`src/rtl/outport_buffer_if.sv`:
```
// Bundle between the 3-input arbiter, the output-port flit queue and the
// output link.
//   grant_i/grant_v_i/flit_i : arbiter grant and the three candidate flits
//   buffer_full_o            : back-pressure to the arbiter
//   data_o/valid_o/ready_i   : FIFO head to the output link
//   count_o/overflow_o       : occupancy and sticky protocol-error flag
// slave  = the queue itself, master = whoever drives the arbiter/link side.
interface outport_buffer_if #(
  parameter int FLIT_W = 32,
  parameter int DEPTH  = 4
);
  localparam int CNT_W = $clog2(DEPTH + 1);

  logic [2:0]          grant_i;
  logic                grant_v_i;
  logic [3*FLIT_W-1:0] flit_i;
  logic                buffer_full_o;
  logic [FLIT_W-1:0]   data_o;
  logic                valid_o;
  logic                ready_i;
  logic [CNT_W-1:0]    count_o;
  logic                overflow_o;

  modport slave (
    input  grant_i, grant_v_i, flit_i, ready_i,
    output buffer_full_o, data_o, valid_o, count_o, overflow_o
  );

  modport master (
    output grant_i, grant_v_i, flit_i, ready_i,
    input  buffer_full_o, data_o, valid_o, count_o, overflow_o
  );
endinterface

```
`src/rtl/outport_buffer.sv`:
```
// Output-port flit queue behind the 3-input arbiter. Muxes the granted
// input's flit into a DEPTH-entry circular FIFO and presents the head to the
// output link with valid/ready.
// Ports:
//   clk  : rising-edge clock
//   rst  : asynchronous, active-low reset
//   bus  : outport_buffer_if.slave (grant/flits in, head/status out)
// All status outputs come straight from registers; nothing on the input side
// reaches an output combinationally.
module outport_buffer #(
  parameter int FLIT_W = 32,
  parameter int DEPTH  = 4
) (
  input  logic              clk,
  input  logic              rst,
  outport_buffer_if.slave   bus
);
  localparam int CNT_W = $clog2(DEPTH + 1);
  localparam int PTR_W = $clog2(DEPTH);
  localparam int NUM_IN = 3;

  logic [PTR_W-1:0]              wr_ptr, rd_ptr;
  logic [CNT_W-1:0]              count;
  logic                          overflow;
  logic [DEPTH-1:0][FLIT_W-1:0]  mem;

  logic [NUM_IN-1:0][FLIT_W-1:0] lane_flit;
  logic [FLIT_W-1:0]             sel_flit;
  logic                          onehot, full, empty, push, pop, bad;

  // Per-input masking; the one-hot grant makes the OR of all lanes a mux.
  for (genvar k = 0; k < NUM_IN; k++) begin : g_lane
    assign lane_flit[k] = bus.flit_i[k*FLIT_W +: FLIT_W] & {FLIT_W{bus.grant_i[k]}};
  end

  always_comb begin
    sel_flit = '0;
    for (int k = 0; k < NUM_IN; k++) sel_flit = sel_flit | lane_flit[k];
  end

  assign onehot = (bus.grant_i != 3'b000) && ((bus.grant_i & (bus.grant_i - 3'd1)) == 3'b000);
  assign full   = (count == CNT_W'(DEPTH));
  assign empty  = (count == '0);

  // Full is judged on registered state only, so a same-cycle pop never
  // makes room for a grant that arrived while full.
  assign push = bus.grant_v_i & onehot & ~full;
  assign pop  = ~empty & bus.ready_i;
  // Grant while full or a malformed grant is an upstream protocol violation.
  assign bad  = bus.grant_v_i & (~onehot | full);

  always_ff @(posedge clk or negedge rst) begin
    if (!rst) begin
      wr_ptr   <= '0;
      rd_ptr   <= '0;
      count    <= '0;
      overflow <= 1'b0;
    end else begin
      if (push) wr_ptr <= wr_ptr + 1'b1;
      if (pop)  rd_ptr <= rd_ptr + 1'b1;
      if (push && !pop)      count <= count + 1'b1;
      else if (pop && !push) count <= count - 1'b1;
      if (bad) overflow <= 1'b1;
    end
  end

  // Storage needs no reset; count gates everything read out of it.
  always_ff @(posedge clk) begin
    if (push) mem[wr_ptr] <= sel_flit;
  end

  assign bus.buffer_full_o = full;
  assign bus.valid_o       = ~empty;
  assign bus.count_o       = count;
  assign bus.overflow_o    = overflow;
  // Forced to zero when empty so reset (count=0) shows data_o=0 immediately.
  assign bus.data_o        = empty ? '0 : mem[rd_ptr];
endmodule

```
`src/flat_wrapper.sv`:
```
// flat-port wrapper written by rule: the top's interface ports become plain ports
module outport_buffer_flat 
#(
  parameter int FLIT_W = 32,
  parameter int DEPTH  = 4
)
  (clk, rst, bus_grant_i, bus_grant_v_i, bus_flit_i, bus_ready_i, bus_buffer_full_o, bus_data_o, bus_valid_o, bus_count_o, bus_overflow_o);
  outport_buffer_if #(.FLIT_W(FLIT_W), .DEPTH(DEPTH)) bus_i ();
  input  logic clk;
  input  logic rst;
  input wire logic [$bits(bus_i.grant_i)-1:0] bus_grant_i;
  input wire logic [$bits(bus_i.grant_v_i)-1:0] bus_grant_v_i;
  input wire logic [$bits(bus_i.flit_i)-1:0] bus_flit_i;
  input wire logic [$bits(bus_i.ready_i)-1:0] bus_ready_i;
  output wire logic [$bits(bus_i.buffer_full_o)-1:0] bus_buffer_full_o;
  output wire logic [$bits(bus_i.data_o)-1:0] bus_data_o;
  output wire logic [$bits(bus_i.valid_o)-1:0] bus_valid_o;
  output wire logic [$bits(bus_i.count_o)-1:0] bus_count_o;
  output wire logic [$bits(bus_i.overflow_o)-1:0] bus_overflow_o;
  assign bus_i.grant_i = bus_grant_i;
  assign bus_i.grant_v_i = bus_grant_v_i;
  assign bus_i.flit_i = bus_flit_i;
  assign bus_i.ready_i = bus_ready_i;
  assign bus_buffer_full_o = bus_i.buffer_full_o;
  assign bus_data_o = bus_i.data_o;
  assign bus_valid_o = bus_i.valid_o;
  assign bus_count_o = bus_i.count_o;
  assign bus_overflow_o = bus_i.overflow_o;
  outport_buffer #(.FLIT_W(FLIT_W), .DEPTH(DEPTH)) u_core (.clk(clk), .rst(rst), .bus(bus_i));
endmodule
```
`config.mk`:
```
export PLATFORM = sky130hd
export DESIGN_NAME = outport_buffer_flat
export DESIGN_NICKNAME = d
export VERILOG_FILES = /design/src/rtl/outport_buffer_if.sv /design/src/rtl/outport_buffer.sv /design/src/flat_wrapper.sv
export SDC_FILE = /design/constraint.sdc
export NUM_CORES = 1
export LEC_CHECK = 0
export BUFFER_PORTS_ARGS = -buffer_cell sky130_fd_sc_hd__clkbuf_2
export CAP_MARGIN = 5
export CORE_ASPECT_RATIO = 1.75
export CORE_MARGIN = 1.5
export CORE_UTILIZATION = 45
export DETAILED_ROUTE_END_ITERATION = 8
export PLACE_DENSITY = 0.71
export REMOVE_ABC_BUFFERS = 1
export SYNTH_ARGS = -nofsm -noshare
export SYNTH_HDL_FRONTEND = slang
export SYNTH_SLANG_ARGS = --single-unit
```
`constraint.sdc`:
```
create_clock -name clk -period 2.72 [get_ports clk]
set_input_delay 0.136 -clock clk [delete_from_list [all_inputs] [get_ports clk]]
set_output_delay 0.136 -clock clk [all_outputs]
set_load 0.005 [all_outputs]
```
Yosys cells after proc, flatten, opt, wreduce, memory -nomap -nowiden
Index checks and enable logic that the tools add are counted.
{ "totals": {"output_inout_bits": 38, "reg_bits": 136} }
{ "classes": {"mux": 8, "n_reduce_logical": 10, "n_eq_ne": 1, "bitwise": 14, "add_sub_neg": 5, "n_lt_le_gt_ge": 3} }
{ "op_table": {"columns": ["cell", "n"], "rows": [
  ["128-bit bitwise mux", 1],
  ["32-bit bitwise AND", 3],
  ["32-bit two-way mux", 3],
  ["32-bit binary-select mux with 2-bit select", 1],
  ["32-bit demux with 2-bit select", 1],
  ["32-bit OR", 2],
  ["3-bit zero test", 2],
  ["2-bit by 3-bit less-than comparator with 1-bit output, second input constant", 2],
  ["3-bit two-way mux", 2],
  ["3-bit by 1-bit subtractor with 3-bit output, second input constant", 2],
  ["2-bit by 1-bit adder with 2-bit output, second input constant", 2],
  ["1-bit bitwise AND", 4],
  ["1-bit logical AND", 4],
  ["3-bit by 1-bit adder with 3-bit output, second input constant", 1],
  ["3-bit bitwise AND", 1],
  ["3-bit == test, second input constant", 1],
  ["1-bit inverter", 3],
  ["3-bit nonzero test", 1],
  ["2-bit by 1-bit >= comparator with 1-bit output, second input constant", 1],
  ["1-bit zero test", 2],
  ["2-bit nonzero test", 1],
  ["1-bit OR", 1]
]} }

Depth between registers and ports, before layout
Gate-level depths: netlist (run 1).
{ "logic_depth": {"word_depth": 10, "mapped_depth": 11, "mapped_depth_nobuf": 9} }

Least setup slack after synthesis (run 1)
OpenSTA, ideal clock, no wires.
{ "synth_path": {"path_kind": "reg-to-reg", "startpoint": "register u_core.count[0] (netlist: u_core.bus.count_o[0])", "endpoint": "register u_core.count[2] (netlist: u_core.bus.count_o[2])", "path_slack_ns": 0.617, "t_arrival_ns": 2.024, "path_stages_with_launch": 10, "setup_time_ns": 0.079, "path_cell_list": "dfrtp_1 or3_1 clkbuf_1 nand2_1 ha_1 inv_1 fa_1 xor2_1 nor2_1 xor2_1"} }
{ "synth_via": {"elab_chain_cells": 6} }
{ "synth_lines": {"columns": ["item", "line_no", "source"], "rows": [
  ["from (decl)", "outport_buffer.sv:23", "logic [CNT_W-1:0] count;"],
  ["from (signal assigned)", "outport_buffer.sv:61", "if (push && !pop) count <= count + 1'b1;"],
  ["from (signal assigned)", "outport_buffer.sv:62", "else if (pop && !push) count <= count - 1'b1;"],
  ["parallel branches: the longest is 6 deep, another holds 3-bit by 1-bit subtractor with 3-bit output", null, null]
]} }
Several ways; the timed one is not identified. The select of a mux whose other input is x is not followed.
A chain may end at the register's enable or synchronous reset.

Worst setup path in the final report (run 1)
Ends and elaborated chain as after synthesis.

==> metrics.md, run 1 <==
| Metric | Value |
|---|---|
| First-pass GRT wire length | between 15 and 20 mm |
| Fill cells | about 940 |
| Finished Layout Cells | 652 |
| Final setup TNS | 0 ps |
| Synth warn | 0 |
| Setup CP Type | register to register |
| Hpwl dp | a little over 8 mm |
| Fin. max-slew vios | 0 |
| Area grow syn2layout | 27.3% |
| Synth Instances | approximately 320 |
| Via count | ~3500 |
| Cell variety after synth | 24 |
| Post-CTS resize count | 0 |
| Run status | completed |
| Post-synth EDFFs | 128 |
| Yosys top cell by area | edfxtp_1 |
| Cell area after placement | around 0.0067 sq mm |
| Psw | about 1.9 mW |
| Comb pwr share | 0.273 |
| Vias in the first global route | between 3000 and 4000 |
| Most common cell in the synthesized netlist | edfxtp_1 |
| Relative slew slack | 0.430 |
| Final min period | ~2200 ps |
| Routed wire per std cell | approximately 19 um |
| Drt total wl | between 10 and 15 mm |
| Setup crit start kind | register |
| Worst path max stage delay | ~460 ps |
| Final ANT Viol Nets | 0 |
| Cell Area, Synth | 0.00580 sq mm |
| Final nets | 581 |
| Placed Cells | a little over 600 |
| Internal Pwr Total | between 5 and 6 mW |
| IO Pins | 141 |
| Sink Count | between 100 and 150 |
| Residual DRC | 0 |
| Initial DRC count | 320 |
| Clock network power share | 0.344 |
| Leakage dissipation | roughly 2.9 nW |
| WHS Path Cells | 3 |
| Number of synthesized register bits | between 100 and 150 |
| Worst skew pair latency | 410 ps |
| Die width | just under 90 um |
| CP required | roughly 3100 ps |
| Mean Syn Cell Area | 17.9 sq um |
| CTS buffer count | 17 |
| Crit path cell chain | nor2_1, nand2_1, and3_1, ha_1, inv_1, fa_1, xor2_1, nor2_1, xor2_1 |
| Avg Vias per Cell | approximately 5.4 |
| Post-layout instance area | around 0.0074 sq mm |
| Core Area | about 0.012 sq mm |
| Top-area cell type share of the netlist area | 0.663 |
| Final period util | 0.821 |
| Setup Skew | ~11 ps |
| # setup viols final | 0 |
| Crit end category | register |
| Worst r2r path cells | 9 |
| Port bufs | 140 |
| RSZ-0062 raised after global routing | no |
| Switching share of power | 0.261 |
| Fin. Hold Viols | 0 |
| Rows | 54 |
| CTS tree | done |
| GRT overflow | 0 |
| Clock-pin slew on the worst setup and hold paths | 60 ps |
| Sequential fraction of design power | 0.383 |
| Post-CTS Setup Bufs | 0 |
| H-tree depth | 4 |
| Fraction of layout cells with a size suffix above 1 | 0.455 |
| Largest net degree at the start of global routing | 35 |
| Sequential cell area fraction in the yosys report | 0.698 |
| Top cells by area, synth | edfxtp_1 (66%), mux4_2 (12%), a222oi_1 (5.5%) |
| Buf+Inv Stages, Crit Path | 1 |
| PwrDens | slightly below 1000 mW/mm^2 |
| CP Max Fanout | 7 |
| # diodes | 0 |
| Data arrival time of the worst path | about 2600 ps |
| GRT Total Usage | 0.198 |
| Final GP Congestion | 0.707 |
| CP max-delay cell | dfrtp_1 |
| Delay-heaviest family, CP | adder cells |
| Synth Flop Type | edfxtp_1 |
| Min-delay worst type | primary input to register |
| Initial antenna violation count | 0 |
| WP depth | 9 |
| Max Fclk | 0.448 GHz |
| Initial core utilization | 0.464 |
| Clk root buf | clkbuf_16 |
| Initial DRT Pass Iterations | 6 |
| Maxcap violations | 0 |
| DIE HEIGHT | 153 um |
| Asr flop ratio synth | 0.0588 |
| Peak VDD IR | between 0.6 and 0.7 mV |
| Post-synth top cells | edfxtp_1 (128), and2_1 (36), inv_1 (36), a222oi_1 (32), mux4_2 (32) |
| Least-Margin Pin Slew | approximately 860 ps |
| Full die area | 0.0136 sq mm |
| Clock Tree Buf Depth | 2 |
| Hold-fix buffer count after cts | 3 |
cells by family (layout without fill, tap and decap cells):
| kind of cell | after synthesis | in the layout | synth area share |
|---|---|---|---|
| AOI/OAI and AO/OA | 35 | 35 | 0.0587 |
| DFF | 136 | 136 | 0.698 |
| adders and majority gates | 6 | 6 | 0.0142 |
| and+or+nand+nor | 44 | 44 | 0.0451 |
| xor gates and xnor gates | 7 | 7 | 0.0106 |
| buffers and inverters | 61 | 222 | 0.0449 |
| muxes | 34 | 34 | 0.129 |
area by class of cell:
class                      count  area, sq um  share of cell area
timing repair buffer         155          833               0.113
multi-input combinational    126         1500               0.203
inverter                      36          135              0.0183
clock buffer                  18          429              0.0582
tap                          168          210              0.0285
clock inverter                13          228              0.0309
sequential                   136         4050               0.548
metal layers:
| layer | track usage | wire length [um] | share of wire | vias to the layer above |
|---|---|---|---|---|
| li1 | - | - | - | 1589 |
| met1 | 0.214 | 4410 | 0.35 | 1782 |
| met2 | 0.359 | 7240 | 0.57 | 146 |
| met3 | 0.0497 | 724 | 0.057 | 15 |
| met4 | 0.0751 | 236 | 0.019 | 0 |
| met5 | 0 | 0 | 0 | - |
worst register-to-register path, delay by kind of cell, from the launching register on:
family                   cells  cell delay, ps
XOR/XNOR                     2             340
adder cells (fa/ha/maj)      2             650
buffers and inverters        1              70
flip-flops                   1             460
AND/OR/NAND/NOR              4             640
state kept, by name, indices dropped and copies added (netlist names):
register,flops
u_core.mem,128
u_core.bus.count_o,3
u_core.rd_ptr,2
u_core.wr_ptr,2
u_core.bus.overflow_o,1
stage by stage:
stage / worst slack (ps) / utilization / total power [mW] / hold WS (ps)
floorplan: 360 / - / 3.99 / -160
global placement: 639 / 0.535 / 4.82 / -8.44
detailed placement: 473 / 0.535 / 4.88 / -3.41
CTS: 453 / 0.590 / 7.41 / 59.1
global route: 354 / 0.590 / 7.65 / 89.3
finish: 486 / 0.590 / 7.31 / 71.8
final timing paths:
kind / slack, ps / start / to
worst max-delay path: 490 / u_core.bus.count_o[0] / u_core.bus.count_o[2]
worst min register to register: 470 / u_core.bus.overflow_o / u_core.bus.overflow_o
worst min-delay path: 70 / bus_flit_i[39] / u_core.mem[7]
min in group asynchronous: 110 / rst / u_core.bus.overflow_o
worst max register to register: 490 / u_core.bus.count_o[0] / u_core.bus.count_o[2]
max in group asynchronous: 2410 / rst / u_core.rd_ptr[1]
power by group through the flow:
stage	combinational [mW]	clock [mW]	sequential, mW
after floorplan	1.12	0	2.87
after global routing	2.19	2.64	2.83
after detailed placement	2.04	0	2.84
after global placement	2.00	0	2.82
final	2.00	2.51	2.80
after CTS	2.05	2.55	2.81
cells in the final DEF, fill, tap and decap left out, drive strengths merged, types with 4 or more instances in the layout:
cell type and instances:
edfxtp 128, a222oi 32, bufinv 6, clkbuf 158, inv 36, clkinv 4
dfrtp 8, xnor2 4, mux4 32, buf 12, and2 36, ha 5
(Power assumes the default switching activity.)
==> run 2, diff against run 1 <==
- ABC_AREA: default -> 1
- clock period: 2.72 -> 2.3 ns (I/O delays scaled with it)
==> run 2 against run 1 <==
  * Sequential power grew 10%
  * Die area grew 3.9%
  * Hold slack lost 3.2 ps
  * Sequential share of layout area shrank 1.5 points
  * Routed wire length grew 16%
  * Via count grew 35%
  * Final cell count grew 40%
  * Critical endpoint is now bus_data_o[24]
  * Combinational power grew 52%
  * Area after synthesis grew 4.0%
  * Clock skew shrank 5.5 ps
  * Non-clock buffer count grew 9
  * Register-to-register slack lost 200 ps
==> metrics.md, run 2 <==
| Metric | Value |
|---|---|
| Max reg flops | 128 (unchanged) |
| Die width | 90.5 um (+1.9%) |
| Worst r2r path cells | 10 (+1) |
| Worst skew pair latency | 410 ps (about the same) |
| CTS buffer count | 17 (unchanged) |
| Post-CTS resize count | 0 (unchanged) |
| Worst path max stage delay | 440 ps (-20 ps) |
| Sink Count | 136 (unchanged) |
| Final ANT Viol Nets | 0 (unchanged) |
| Cell area after placement | 0.00696 sq mm (+3.9%) |
| RSZ-0062 raised after global routing | no |
| Clk root buf | clkbuf_16 |
| Top cells by area, synth | edfxtp_1 (64%), nor2_1 (8.6%), nand2_1 (7.0%) |
| Hpwl dp | 9.68 mm (+20%) |
| Post-synth EDFFs | 128 (unchanged) |
| Buf+Inv Stages, Crit Path | 3 (+2) |
| DIE HEIGHT | 156 um (+1.9%) |
| Synth warn | 0 (unchanged) |
| Fin. Hold Viols | 0 (unchanged) |
| PwrDens | 1160 mW/mm^2 (+17%) |
| Post-layout instance area | 0.00758 sq mm (+2.7%) |
| Crit path cell chain | nor2_1, nand2_1, inv_1, buf_4, a21oi_1, clkbuf_2 |
| Final min period | ~2100 ps |
| Placed Cells | 877 (+42%) |
| H-tree depth | 4 (unchanged) |
| Vias in the first global route | 4708 (+29%) |
| Crit end category | primary output |
| Synth Instances | 581 (+80%) |
| Largest net degree at the start of global routing | 43 (+23%) |
| Pre-CTS WS | 288 ps (-185 ps) |
| Initial antenna violation count | 0 (unchanged) |
| First-pass GRT wire length | 23.2 mm (+22%) |
| Area grow syn2layout | 25.8% |
| Final GP Congestion | 0.800 (+13%) |
| Fin. max-slew vios | 0 (unchanged) |
| Leakage dissipation | 3.08 nW (+7.9%) |
| Finished Layout Cells | 912 (+40%) |
| # diodes | 0 (unchanged) |
| Commonest non-fill, non-tap cell in the layout | clkbuf_2 |
| Cell Area, Synth | 0.00603 sq mm (+4.0%) |
| Peak VDD IR | 0.674 mV (+6.1%) |
| GRT Total Usage | 0.218 (+0.0197) |
| Initial core utilization | 0.463 (about the same) |
| CTS tree | done |
| Maxcap violations | 0 (unchanged) |
| Top-area cell type share of the netlist area | 0.638 (-0.0253) |
| Final setup TNS | 0 ps (unchanged) |
| Area of the multi-input gates | 0.00177 sq mm (+18%) |
| Clock Tree Buf Depth | 2 (unchanged) |
| Fraction of layout cells with a size suffix above 1 | 0.262 (-0.193) |
| Run status | completed |
| Most common cell in the synthesized netlist | nor2_1 |
| GRT overflow | 0 (unchanged) |
| Setup crit start kind | register |
| Fill cells | 1116 (+19%) |
| Yosys top cell by area | edfxtp_1 |
| WHS Path Cells | 3 (unchanged) |
| Least-Margin Pin Slew | 454 ps (-401 ps) |
| IO Pins | 141 (unchanged) |
| # setup viols final | 0 (unchanged) |
| Setup Skew | 5.88 ps (-5.54 ps) |
| Via count | 4763 (+35%) |
| Min-delay worst type | primary input to register |
| Post-CTS Setup Bufs | 0 (unchanged) |
| Avg Vias per Cell | 5.22 (-3.6%) |
| Final setup margin | 180 ps (-306 ps) |
| Cell variety after synth | 24 (unchanged) |
| Rows | 55 (+1.9%) |
| Routed wire per std cell | 16.1 um (-17%) |
| Sequential cell area fraction in the yosys report | 0.671 (-0.0266) |
| Final total power | 8.82 mW (+21%) |
| WP depth | 6 (-3) |
| Top reg by flops | u_core.mem |
| Clock-pin slew on the worst setup and hold paths | 50 ps (about the same) |
| Core Area | 0.0130 sq mm (+4.1%) |
| Setup CP Type | register to primary output |
| Initial DRC count | 402 (+26%) |
| Asr flop ratio synth | 0.0588 (unchanged) |
| Post-synth top cells | nor2_1 (138), edfxtp_1 (128), nand2_1 (112), o21ai_1 (48), a21oi_1 (33) |
| Initial DRT Pass Iterations | 5 (-1) |
| CP required | 2180 ps (-880 ps) |
| CP max-delay cell | dfrtp_1 |
| Data arrival time of the worst path | 2010 ps (-560 ps) |
| Mean Syn Cell Area | 10.4 sq um (-42%) |
| Drt total wl | 14.7 mm (+16%) |
| Final nets | 837 (+44%) |
| Synth Flop Type | edfxtp_1 |
| Commonest cells after routing, fill and taps aside | clkbuf_2 (140), nor2_1 (134), edfxtp_1 (128), nand2_1 (112), o21ai_1 (48) |
| Max Fclk | 0.472 GHz |
| CP Max Fanout | 32 (+25) |
| Relative slew slack | 0.697 (+0.268) |
| Residual DRC | 0 (unchanged) |
| Sequential standard cell area | 0.00405 sq mm (about the same) |
| Number of synthesized register bits | 136 (unchanged) |
| Delay-heaviest family, CP | buffers and inverters |
| Final period util | 0.922 |
| Full die area | 0.0141 sq mm (+3.9%) |
| Port bufs | 140 (unchanged) |
[run 2: changes by cell type after synthesis, moves of 3 or more]
| cell | delta |
|---|---|
| a21oi_1 | +33 |
| xnor2_1 | -3 |
| o21ai_0 | +17 |
| clkbuf_2 | +3 |
| nor2_1 | +136 |
| buf_2 | +10 |
| clkbuf_1 | -3 |
| nand3_1 | +31 |
| a222oi_1 | -32 |
| nand2_1 | +109 |
| and2_1 | -36 |
| inv_1 | -23 |
| o21ai_1 | +48 |
| mux4_2 | -32 |
[run 2: area by class of cell]
cell class / count / area share
Clock buffer: 22 / 0.0586
Inverter: 14 / 0.00693
Multi-Input combinational cell: 395 / 0.234
Sequential cell: 136 / 0.533
Tap cell: 171 / 0.0282
Clock inverter: 10 / 0.0200
Timing Repair Buffer: 164 / 0.119
[run 2: metrics by stage]
stage,utilization,hold slack (ps)
global route,0.583,63.9
global placement,0.535,-27.9
CTS,0.583,48.8
finish,0.583,68.6
floorplan,-,-181
detailed placement,0.535,-23.0
[run 2: metal layers]
metal | vias up | GRT usage | share of wire
met2 | 162 | 0.424 | 0.58
met3 | 16 | 0.0468 | 0.041
met4 | 0 | 0.0884 | 0.018
met1 | 2309 | 0.219 | 0.36
li1 | 2276 | - | -
met5 | - | 0 | 0
[run 2: path summary, 6_finish.rpt]
| check | start | end | slack [ps] |
|---|---|---|---|
| worst max-delay path | u_core.bus.count_o[0] | bus_data_o[24] | 180 |
| worst min-delay path | bus_flit_i[91] | u_core.mem[123] | 70 |
| worst max register to register | u_core.bus.count_o[0] | u_core.bus.count_o[2] | 290 |
| worst min register to register | u_core.bus.overflow_o | u_core.bus.overflow_o | 470 |
| max in group asynchronous | rst | u_core.rd_ptr[0] | 2000 |
| min in group asynchronous | rst | u_core.wr_ptr[0] | 100 |
[run 2: logic make-up (layout without fill, tap and decap cells)]
family | after synthesis | in the layout | share of synthesized area
mux | 1 | 1 | 0.00187
buf+inv | 50 | 210 | 0.0397
flops | 136 | 136 | 0.671
xor+xnor | 2 | 2 | 0.00291
fa+ha+maj | 6 | 6 | 0.0137
compound gates | 100 | 100 | 0.0841
simple gates | 286 | 286 | 0.187
[run 2: repair_timing]
item	in CTS	in global routing
setup endpoints to repair	0	0
hold buffers	3	0
hold endpoints to repair	12	0
[run 2: report_power, final]
group	total, mW	switching (mW)	internal [mW]
logic	3.03	1.89	1.14
clock network	2.71	0.909	1.80
registers	3.08	0.106	2.98
[run 2: worst reg2reg max path, stage by stage (launching register included)]
cell	delay (ps)
dfrtp_1	440
nor2_1	200
nand2_1	140
nand2_1	130
ha_1	160
inv_1	70
fa_1	380
nor2_1	110
nor2_1	50
nand2_1	70
xor2_1	170
